### src/rtl/thread_reorder_buf.sv
// Reorders out-of-order sha256 core results back into round-robin thread order.
// Optional protocol checking is enabled with `define THREAD_REORDER_CHECK_EN.
module thread_reorder_buf #(
   parameter int N_CORES       = 3,
   parameter int N_CORES_MSB   = (N_CORES > 1) ? $clog2(N_CORES) - 1 : 0,
   parameter int N_THREADS     = 2 * N_CORES,
   parameter int N_THREADS_MSB = N_CORES_MSB + 1,
   parameter int WIDTH         = 32
) (
   input  logic                     CLK,
   input  logic                     reset,
   input  logic                     in_wr_en,
   input  logic [N_THREADS_MSB:0]   in_thread_num,
   input  logic [WIDTH-1:0]         in_data,
   output logic                     out_empty,
   input  logic                     rd_en,
   output logic [WIDTH-1:0]         out_data,
   output logic [N_THREADS_MSB:0]   out_thread_num,
   output logic                     err
);

   localparam int TW = N_THREADS_MSB + 1;
   localparam int CW = N_CORES_MSB + 1;
   localparam logic [CW-1:0] LAST_CORE = CW'(N_CORES - 1);
   localparam logic [CW:0]   N_CORES_X = (CW + 1)'(N_CORES);

   logic [WIDTH-1:0]     slot_data_q [N_THREADS];
   logic [N_THREADS-1:0] slot_vld_q, slot_vld_d;
   logic [TW-1:0]        exp_ptr_q, exp_ptr_d;
   logic [WIDTH-1:0]     out_data_q, out_data_d;
   logic [TW-1:0]        out_tag_q, out_tag_d;
   logic                 out_empty_q, out_empty_d;
   logic                 wr_in_range, wr_ok, load;

   // Load decision uses the pre-write valid bit, so a same-cycle write never feeds the load.
   assign load        = slot_vld_q[exp_ptr_q] && (out_empty_q || rd_en);
   assign wr_in_range = ({1'b0, in_thread_num[TW-1:1]} < N_CORES_X);

`ifdef THREAD_REORDER_CHECK_EN
   logic err_q, err_d, wr_busy;

   // A slot being drained this cycle may legally take the next-lap word.
   assign wr_busy = wr_in_range && slot_vld_q[in_thread_num]
                    && !(load && (in_thread_num == exp_ptr_q));
   assign wr_ok   = in_wr_en && wr_in_range && !wr_busy;
   assign err_d   = err_q | (in_wr_en && (!wr_in_range || wr_busy));

   always_ff @(posedge CLK) begin
      if (reset) err_q <= 1'b0;
      else       err_q <= err_d;
   end

   assign err = err_q;
`else
   assign wr_ok = in_wr_en && wr_in_range;
   assign err   = 1'b0;
`endif

   always_comb begin
      exp_ptr_d = exp_ptr_q;
      if (load) begin
         if (exp_ptr_q[TW-1:1] == LAST_CORE) exp_ptr_d = {{CW{1'b0}}, ~exp_ptr_q[0]};
         else exp_ptr_d = {exp_ptr_q[TW-1:1] + CW'(1), exp_ptr_q[0]};
      end
   end

   always_comb begin
      slot_vld_d = slot_vld_q;
      if (load)  slot_vld_d[exp_ptr_q]     = 1'b0;
      if (wr_ok) slot_vld_d[in_thread_num] = 1'b1;
   end

   always_comb begin
      out_data_d  = out_data_q;
      out_tag_d   = out_tag_q;
      out_empty_d = out_empty_q;
      if (load) begin
         out_data_d  = slot_data_q[exp_ptr_q];
         out_tag_d   = exp_ptr_q;
         out_empty_d = 1'b0;
      end else if (rd_en) begin
         out_empty_d = 1'b1;
      end
   end

   always_ff @(posedge CLK) begin
      if (reset) begin
         slot_vld_q  <= '0;
         exp_ptr_q   <= '0;
         out_data_q  <= '0;
         out_tag_q   <= '0;
         out_empty_q <= 1'b1;
      end else begin
         slot_vld_q  <= slot_vld_d;
         exp_ptr_q   <= exp_ptr_d;
         out_data_q  <= out_data_d;
         out_tag_q   <= out_tag_d;
         out_empty_q <= out_empty_d;
      end
   end

   // Slot payload needs no reset; the valid bits gate every use of it.
   always_ff @(posedge CLK) begin
      if (wr_ok) slot_data_q[in_thread_num] <= in_data;
   end

   assign out_empty      = out_empty_q;
   assign out_data       = out_data_q;
   assign out_thread_num = out_tag_q;

endmodule

### config.mk
export PLATFORM = sky130hd
export DESIGN_NAME = thread_reorder_buf
export DESIGN_NICKNAME = d
export VERILOG_FILES = /design/src/rtl/thread_reorder_buf.sv
export SDC_FILE = /design/constraint.sdc
export NUM_CORES = 1
export LEC_CHECK = 0
export CORE_MARGIN = 2
export CORE_UTILIZATION = 30
export CTS_BUF_LIST = sky130_fd_sc_hd__clkbuf_2 sky130_fd_sc_hd__clkbuf_4 sky130_fd_sc_hd__clkbuf_8
export DETAILED_ROUTE_END_ITERATION = 7
export PLACE_DENSITY = 0.56
export RECOVER_POWER = 50
export SETUP_SLACK_MARGIN = 0.02
export SLEW_MARGIN = 20
export SYNTH_ARGS = -nofsm -noshare
export SYNTH_HDL_FRONTEND = slang
export SYNTH_SLANG_ARGS = --single-unit
### constraint.sdc
create_clock -name CLK -period 11.2 [get_ports CLK]
set_clock_uncertainty 0.2 [all_clocks]
set_input_delay 2.24 -clock CLK [delete_from_list [all_inputs] [get_ports CLK]]
set_output_delay 2.24 -clock CLK [all_outputs]
set_load 0.05 [all_outputs]
Yosys cells after proc, flatten, opt, wreduce, memory -nomap -nowiden
Memories as Yosys holds them, arrays and structs flattened. A register that Yosys moved wholly into a read port is not among the register bits.
Cells that the tools add are included.
{ "totals": {"reg_bits": 13, "latch_bits": 0, "ram_bits": 192, "mem_bits_ro": 0, "inputBits": 39, "output_inout_bits": 37, "elab_cells": 37, "memories": 1} }
{ "mem_list": {"columns": ["name", "words", "word_bits", "rd", "rd_clocked_by_memory_dff", "wr", "line_no", "rtl"], "rows": [
  ["slot_data_q", 6, 32, 1, 1, 1, "27", "logic [WIDTH-1:0] slot_data_q [N_THREADS];"]
]} }
{ "classes": {"n_addsub": 1, "mul": 0, "div": 0, "order_cmp": 5, "eq_ne": 1, "n_shift": 0, "n_mux": 13, "n_bitwise": 4, "n_reduce_logical": 7} }
{ "op_table": {"columns": ["operator", "n"], "rows": [
  ["$mux 6", 2],
  ["$lt 3x4->1 const B", 2],
  ["$mux 1", 7],
  ["$and 6x6->6", 1],
  ["$demux 1 s3", 2],
  ["$ge 3x1->1 const B", 2],
  ["$not 6->6", 1],
  ["$or 6x6->6", 1],
  ["$logic_and 1x1->1", 4],
  ["$bmux 1 s3", 1],
  ["$mux 3", 1],
  ["$add 2x1->2 const B", 1],
  ["$eq 2x2->1 const B", 1],
  ["$lt 2x2->1 const B", 1],
  ["$reduce_and 2->1", 1],
  ["$reduce_bool 2->1", 1],
  ["$logic_or 1x1->1", 1],
  ["$not 1->1", 1]
]} }

Depth between registers and ports, before layout
{ "depth": {"depth_word": 9, "mapped_depth": 7, "ltp_nobuf": 4} }

Worst setup path after synthesis
No wires, ideal clock.
{ "synth_path": {"kind": "input to register", "from": "input in_thread_num[2]", "to": "memory slot_data_q[1][0] (enable)", "setup_ns": 0.464, "arrival_time_ns": 4.569, "t_required_ns": 10.536, "path_slack_ns": 5.967, "cell_stages": 1, "path_buffers": 0, "cell_sequence": "nor3_1"} }
{ "synth_via": {"elab_chain_len": 4} }
{ "synth_rtl": {"columns": ["item", "line_no", "rtl"], "rows": [
  ["start, declared", "13", "input logic [N_THREADS_MSB:0] in_thread_num,"],
  ["$lt 2x2->1", "37", "assign wr_in_range = ({1'b0, in_thread_num[TW-1:1]} < N_CORES_X);"],
  ["$logic_and 1x1->1", "55", "assign wr_ok = in_wr_en && wr_in_range;"],
  ["$mux 1", "104", "if (wr_ok) slot_data_q[in_thread_num] <= in_data;"],
  ["$mux 1 (implied by the code)", "104", null],
  ["end, declared", "27", null]
]} }
Parallel ways exist; a longest one is shown, timed or not.

Final worst setup path
{ "layout_path": {"from": "input in_thread_num[1]", "to": "memory slot_data_q[3][0] (enable)"} }
The elaborated chain is that of the path after synthesis.

==> flow_summary.toml <==
[timing]
setup-violations-final = 0
relSlewSlack_pct = -63.0
clock.fmax_mhz = 199
period_minus_slack_ns = 5.02
slew_viol_final = 113
fin_crit_sh_pct = 44.9
tightestPinTransition_ns = 2.45
fin_tns_setup_ns = 0
hold_viol = 0
rsz0062_at_grt = "no"

[synthesis]
muxShareOfSynthArea_pct = 16.0
synth_edf_count = 192
synth_flop_cell = "edfxtp_1"
async_reset_ff_share_pct = 0
seq_area_frac_synth_pct = 72.0
yosysTopAreaCell = "edfxtp_1"
netlist_area_um2 = 9250
synth.most_common_cell = "edfxtp_1"
synth_nets = 566
synthAdderAreaFrac_pct = 0
synth_top_family_by_area = "multiplexers"
ys_seq_elements = 237
yosysUniqueCellTypes = 36
syn_area_per_cell_um2 = 17.6
synth_top_area_share_pct = 62.3
ys_top_cells_by_count = "edfxtp_1, dfxtp_1, mux2_2"
synth_top_cells_by_area = "edfxtp_1, dfxtp_1, mux4_2"
synth_compound_gate_area_share_pct = 3.47
netlist_instances = 527
synth_xor_area_share_pct = 0.0946
synth_simple_gate_area_share_pct = 5.26
yosys_warnings = 0

[drt]
drc = 0
drt-pass1-iter-count = 4
via_count = 5073
wl_um = 21200
via_per_inst = 4.88
antenna_left = 0
avgRoutedWirePerCell_um = 20.4
drt_first_iter_violations = 277

[power]
power_mw = 1.86
leakage_nw = 3.59
peakVddDrop_mv = 0.0643
power_density_nw_per_um2 = 166

[die]
die-height_um = 180
dieWidth_um = 180
row_count = 64
ios = 76
coreArea_um2 = 30500
die-area_um2 = 32300
start_util_pct = 30.3

[clock_network]
postCtsSetupBuffers = 0
cts_buffer_depth = 3
ctsHoldBuffers = 0
cts_tree = "built"
cts.repair.resized = 0
clkLatencyLatePin_ns = 0.52
cts_buffers = 39
htree_num_levels = 2
cts.clk_slew.worst_paths_ns = 0.06
cts_sinks = 237
cts_root_buf = "clkbuf_8"

[placed_design]
dp_hpwl_um = 12100
gp_congestion = 0.700
dp_cells = 969
portBuffers = 74

[setup_path]
startpoint_type = "input pin"
cp-end-kind = "flop"
critical_path_arrival_ns = 4.90
cp_max_fo = 32
cp_slowest_cell = "clkbuf_1"
path_cells = "clkdlybuf4s50_1 > nor2b_1 > nand3_1 > inv_1 > clkbuf_1"
criticalPathCategory = "in -> reg"
cpPeakStageDelay_ns = 1.73
cp.required_ns = 11.07

[grt]
globalRouteMet2Util_pct = 21.5
grt_remaining_overflow = 0
grt_pass1_wl_um = 31800
grt_antenna_before_repair = 3
met3_usage_pct = 3.06
grt-busiest-layer = "met2"
met1_usage_pct = 16.6
grt_max_degree = 46
grt_usage_pct = 12.8
first_global_vias = 5411

[finish]
area_delta_synth_final_pct = 20.7
post-route-util_pct = 36.6
final_cells = 1040
final_nets = 653
drive_above_1_share_pct = 24.7

[worst_hold_path]
hold_path_class = "reg -> reg"

[job]
max_cap_viol_count = 3

[status]
violations = "capacitance limit, slew limit"
outcome = "complete, but fails checks"
## state kept, by name, summed over array words and instances, names as in the netlist
register	flops
out_thread_num	3
slot_data_q	192
exp_ptr_q	3
out_data	32
out_empty	1
slot_vld_q	6
## per-layer routing
metal | vias to the layer above | wire length, µm
met5 | - | 0
met4 | 0 | 336
met3 | 36 | 1050
met2 | 129 | 10100
met1 | 2599 | 9640
li1 | 2309 | -
## power by group
part / total, mW / switching, mW / internal [mW]
Sequential: 0.988 / 0.00791 / 0.980
Combinational: 0.0796 / 0.0465 / 0.0330
Clock: 0.789 / 0.321 / 0.468
## critical path, delay by kind of cell
family / cells / cell delay, ns
AND/OR/NAND/NOR: 2 / 0.32
buffers and inverters: 3 / 2.32
## metrics by stage
stage | setup slack, ns | hold slack, ns | cell area (µm²)
after floorplan | 5.97 | 0.240 | 9250
after global placement | 6.65 | 0.265 | 10300
after detailed placement | 6.54 | 0.262 | 10300
after CTS | 6.97 | 0.270 | 11200
after global routing | 6.00 | 0.295 | 11200
final | 6.18 | 0.270 | 11200
## cells in the final DEF (no fill, tap or decap), drive strengths merged
cell type | netlist | routed
a21oi | 9 | 9
xnor2 | 1 | 1
bufinv | 0 | 1
and4b | 1 | 1
mux2 | 61 | 61
nor4 | 32 | 32
nand4b | 1 | 1
or3 | 1 | 1
dlygate4sd3 | 0 | 33
inv | 6 | 6
mux2i | 7 | 7
buf | 37 | 13
nand2 | 4 | 4
o41ai | 1 | 1
a31oi | 28 | 28
or2 | 1 | 1
nor3 | 27 | 27
a311oi | 6 | 6
o21bai | 1 | 1
nand2b | 1 | 1
nor2 | 8 | 8
edfxtp | 192 | 192
o21ai | 5 | 5
conb | 1 | 1
clkdlybuf4s50 | 0 | 40
clkinv | 0 | 3
nor2b | 4 | 4
mux4 | 32 | 32
nand3 | 5 | 5
clkbuf | 6 | 69
o31ai | 1 | 1
and3 | 2 | 2
nand4 | 1 | 1
dfxtp | 45 | 45
diode | 0 | 1
## kinds of logic (layout without fill, tap and decap cells)
family          Yosys count  after routing
flops                   237            237
buf+inv                  49            165
mux                     100            100
other cells               1              2
compound gates           51             51
xor+xnor                  1              1
simple gates             88             88
## layout make-up
type,count,area [µm²]
fill,2807,19300
sequential,237,6670
multi-input combinational,241,2300
timing repair buffer,89,840
clock buffer,66,796
tap,396,495
clock inverter,4,42.5
inverter,6,25.0
antenna,1,2.50
## path summary, 6_finish.rpt
path,startpoint,end,slack (ns),cells after the start
setup reg to reg,exp_ptr_q[1],out_data[11],8.31,5
hold reg to reg,slot_vld_q[0],slot_vld_q[0],0.27,2
setup / recovery,in_thread_num[1],slot_data_q[3][0],6.18,5
hold / removal,slot_vld_q[0],slot_vld_q[0],0.27,2
Note: power is estimated with default switching activity, not from simulation.
